==> src/rtl/seq_mod_pkg.sv <==
// seq_mod_pkg: shared state encoding and width helpers for the streaming
// divisibility checker and its remainder step.
package seq_mod_pkg;

  typedef enum logic [1:0] {
    IDLE = 2'd0,
    RUN  = 2'd1,
    DONE = 2'd2
  } state_t;

  // Bits needed to hold a remainder in 0..divisor-1.
  function automatic int rem_width(input int divisor);
    return $clog2(divisor);
  endfunction

  // Bits needed for rem*radix + digit before reduction, with room for any
  // 4-bit digit value, not just legal ones.
  function automatic int int_width(input int radix, input int divisor);
    return $clog2((divisor - 1) * radix + 16);
  endfunction

  // Bits needed to count 0..max_digits inclusive.
  function automatic int count_width(input int max_digits);
    return $clog2(max_digits + 1);
  endfunction

endpackage

==> src/rtl/mod_step.sv <==
// mod_step: one remainder update, (rem*RADIX + digit) mod DIVISOR, done at
// full intermediate width so nothing is lost before the reduction.
module mod_step
  import seq_mod_pkg::*;
#(
  parameter int RADIX   = 10,
  parameter int DIVISOR = 3
) (
  input  logic [rem_width(DIVISOR)-1:0] rem,
  input  logic [3:0]                    digit,
  output logic [rem_width(DIVISOR)-1:0] next_rem
);

  localparam int REM_W = rem_width(DIVISOR);
  localparam int INT_W = int_width(RADIX, DIVISOR);
  localparam logic [INT_W-1:0] RADIX_W   = INT_W'(RADIX);
  localparam logic [INT_W-1:0] DIVISOR_W = INT_W'(DIVISOR);

  if (RADIX < 2 || RADIX > 16 || DIVISOR < 2 || DIVISOR > 255) begin : g_bad_params
    $error("mod_step: RADIX must be 2..16 and DIVISOR 2..255");
  end

  logic [INT_W-1:0] wide;

  // Shift the running remainder up one digit position, add the digit, reduce.
  always_comb begin
    wide     = INT_W'(rem) * RADIX_W + INT_W'(digit);
    next_rem = REM_W'(wide % DIVISOR_W);
  end

endmodule

==> config.mk <==
export PLATFORM = sky130hd
export DESIGN_NAME = mod_step
export DESIGN_NICKNAME = d
export VERILOG_FILES = /design/src/rtl/seq_mod_pkg.sv /design/src/rtl/mod_step.sv
export SDC_FILE = /design/constraint.sdc
export NUM_CORES = 1
export LEC_CHECK = 0
export CORE_AREA = 8 8 45 47
export DETAILED_ROUTE_END_ITERATION = 8
export DIE_AREA = 0 0 53 55
export SLEW_MARGIN = 5
export SYNTH_ARGS = -nofsm -noshare
export SYNTH_HDL_FRONTEND = slang
export SYNTH_SLANG_ARGS = --single-unit
==> constraint.sdc <==
create_clock -name vclk -period 6.2
set_clock_uncertainty 0.2 [all_clocks]
set_input_delay 0.93 -clock vclk [all_inputs]
set_output_delay 0.93 -clock vclk [all_outputs]
set_load 0.03 [all_outputs]
== Word-level counts from Yosys, hierarchy flattened ==
Cells that the tools add are included.
Cells by class
  $add $sub $neg: 1
  $mul: 1
  div/mod/pow operators: 1
Operators with widths (count)
  6-bit by 4-bit adder with 6-bit output: 1
  6-bit by 2-bit modulo with 6-bit output (second input constant): 1
  2-bit by 3-bit multiplier with 5-bit output (second input constant): 1
Storage, ports and cells
  word-level logic and storage cells: 3
  output and inout bits: 2
  register bits after elaboration: 0

== Longest topological paths before layout ==
  word-level depth: 3
  gate-level depth with buffers: 15
  gate-level depth less buffers: 15

== Worst setup path before layout ==
No wires, ideal clock.
  kind: in2out
  from: input port rem[0]
  to: output port next_rem[0]
  cell stages on the path: 15
  arrival: 4.109 ns
  path slack: 0.961 ns
  required time: 5.070 ns
  path buffers: 0
  cells stage by stage: ha_1 inv_1 fa_1 inv_1 a221oi_1 or4_4 nand2_1 ha_1 inv_1 a31oi_1 o21bai_1 ha_1 a2111oi_0 a211oi_2 xor2_1
Between the ends
  cells in the longest elaborated chain, start to end: 3
RTL lines
  from (decl): line mod_step.sv:9  | input logic [rem_width(DIVISOR)-1:0] rem,
  2-bit by 3-bit multiplier with 5-bit output: line mod_step.sv:27  | wide = INT_W'(rem) * RADIX_W + INT_W'(digit);
  6-bit by 4-bit adder with 6-bit output: line mod_step.sv:27
  6-bit by 2-bit modulo with 6-bit output: line mod_step.sv:28  | next_rem = REM_W'(wide % DIVISOR_W);
  to (decl): line mod_step.sv:11  | output logic [rem_width(DIVISOR)-1:0] next_rem
Every way passes these cells.

== Final worst setup path ==
  from: input port rem[0]
  to: output port next_rem[1]
The elaborated chain is that of the path after synthesis.

==> reports/results.tsv <==
stage	metric	value	unit
power	finalPower	0.0983	mW
global_route	grt_max_degree	12	
placement	dp_hpwl	870	µm
final_layout	fin_util	0.425	
status	status	finished, final reports clean	
drt	firstDrtPassIters	4	
placement	port_buffers	8	
drt	viasPerCell	5.91	
die	placementRows	14	
sta	slew_headroom	0.707	
power	vdd_drop_max	75.7	µV
logic_synthesis	ys_types	34	
min_path	min_path_type	in2out	
final_layout	syn_to_final_growth	32.8	%
logic_synthesis	synth_area_per_cell	8.52	µm²
critical_path	endpoint	next_rem[1]	
logic_synthesis	yosysTopAreaCell	ha_1	
final_layout	final-seq-area	0	µm²
logic_synthesis	syn_area	443	µm²
critical_path	cpPeakStageDelay	0.53	ns
sta	min_period_over_period	0.931	
drt	routed_wl	1020	µm
critical_path	start_kind	primary input	
logic_synthesis	synth.top_cell.area_share	0.141	
final_layout	drive_gt1_frac	0.227	
logic_synthesis	syn_nets	64	
global_route	grt_overflow	0	
die	start_util	0.320	
critical_path	cp_cell_sequence	clkdlybuf4s50_1, ha_1, inv_1, fa_1, inv_1, a221oi_1, or4_4, nand2_1, ha_1, inv_1, a31oi_1, o21bai_1, ha_1, a2111oi_1, a211oi_2, mux2_4, dlymetal6s2s_1	
final_layout	antennaDiodeCount	0	
die	io_pins	8	
drt	ant_nets	0	
final_layout	finalInstanceArea	588	µm²
sta	period_needed	5.77	ns
sta	setup_violations	0	
critical_path	crit_slowest_cell	or4_4	
final_layout	n_clock_buffer	0	
global_route	grt_pass1_wl	1790	µm
critical_path	required	5.07	ns
run	drv_cap	0	
power	pwr_density_cell	167	nW/µm²
sta	worst_pin_slew	0.434	ns
die	die_x	53	µm
sta	final-hold-violation-count	0	
die	core-area	1380	µm²
sta	timing.hold.ws	2.43	ns
drt	wl_per_cell	12.4	µm
logic_synthesis	ys_seq_area_frac	0	
sta	fmax	0.173	GHz
final_layout	final_nets	80	
placement	gp_congestion	0.742	
drt	vias	485	
global_route	grt_pass1_vias	433	
placement	placed_area	584	µm²
die	die_h	55	µm
critical_path	arrival	4.64	ns
drt	first_iter_violations	8	
global_route	antenna_found_initial	0	
final_layout	final_common_cell	buf_4	
critical_path	endpoint_kind	primary output	
critical_path	critPathMaxFanout	6	
sta	final_max_slew_viol_count	0	
die	die_area	2920	µm²
logic_synthesis	synth.area.top_cells	ha_1 14%, a2111oi_4 6.2%, a2111oi_0 5.9%	
final_layout	layout_common_cells	9 x buf_4, 6 x clkdlybuf4s50_1, 5 x inv_1, 5 x ha_1	
drt	drc	0	
critical_path	startpoint	rem[0]	
critical_path	crit_type	in2out	
global_route	grt_use_total	0.0736	
sta	rsz0062_at_grt	false	
logic_synthesis	yosysWarnings	0	
final_layout	seq_cells	0	
clock_tree	cts_hold_buf	0	
logic_synthesis	syn_inst	52	
sta	tns	0	ns
power	p_leak	0.247	nW
worst min-delay path by stage:
| stage | startpoint | to | slack (ns) | cells after the start |
|---|---|---|---|---|
| after global routing | digit[0] | next_rem[0] | 2.45 | 3 |
| after floorplan | digit[0] | next_rem[0] | 1.84 | 1 |
| final | digit[0] | next_rem[0] | 2.43 | 3 |
| after CTS | digit[0] | next_rem[0] | 2.43 | 3 |
| after global placement | digit[0] | next_rem[0] | 2.43 | 3 |
| after detailed placement | digit[0] | next_rem[0] | 2.43 | 3 |
metrics by stage:
stage | cells | setup WS, ns
4_1_cts | 82 | 0.0375
3_3_place_gp | 82 | 0.0909
5_1_grt | 82 | 0.141
6_report | 82 | 0.425
3_5_place_dp | 82 | 0.0369
2_1_floorplan | 52 | 0.961
repair_timing:
action	4_1_cts	5_1_grt
resized for setup	0	2
buffers inserted	0	0
endpoints found under the setup margin	0	1
report_power, final:
part / switching [mW] / internal [mW]
combinational: 0.0522 / 0.0461
sequential: 0 / 0
clock: 0 / 0
total: 0.0522 / 0.0461
layer usage:
metal	vias to the layer above	track usage	routed length, µm
met1	222	0.0923	433
li1	242	-	-
met3	0	0.0107	81
met4	0	0	0
met2	21	0.137	500
met5	-	0	0
layout make-up:
cell class | instances | area, µm²
Tap cell | 16 | 20.0
Inverter | 5 | 18.8
Fill cell | 143 | 796
Timing Repair Buffer | 16 | 140
Multi-Input combinational cell | 45 | 409
cell usage after synthesis, drive strengths merged, types with 2 or more instances:
cell type  instances
inv                5
nor2b              2
o221ai             2
a211oi             2
nor3               2
buf                2
nand2              3
xor2               2
a2111oi            4
nor2               3
ha                 5
cells by family after synthesis:
family	synth area share
AO/OA/AOI/OAI	0.421
XOR/XNOR	0.0396
adder cells (fa/ha/maj)	0.186
buffers and inverters	0.0791
multiplexers	0.0339
AND/OR/NAND/NOR	0.240
critical path, delay by kind of cell:
| kind | cells | cell delay [ns] |
|---|---|---|
| multiplexers | 1 | 0.32 |
| AO/OA/AOI/OAI | 5 | 0.76 |
| adder cells (fa/ha/maj) | 4 | 1.03 |
| AND/OR/NAND/NOR | 2 | 0.61 |
| buffers and inverters | 5 | 0.98 |
(Power assumes the default switching activity.)
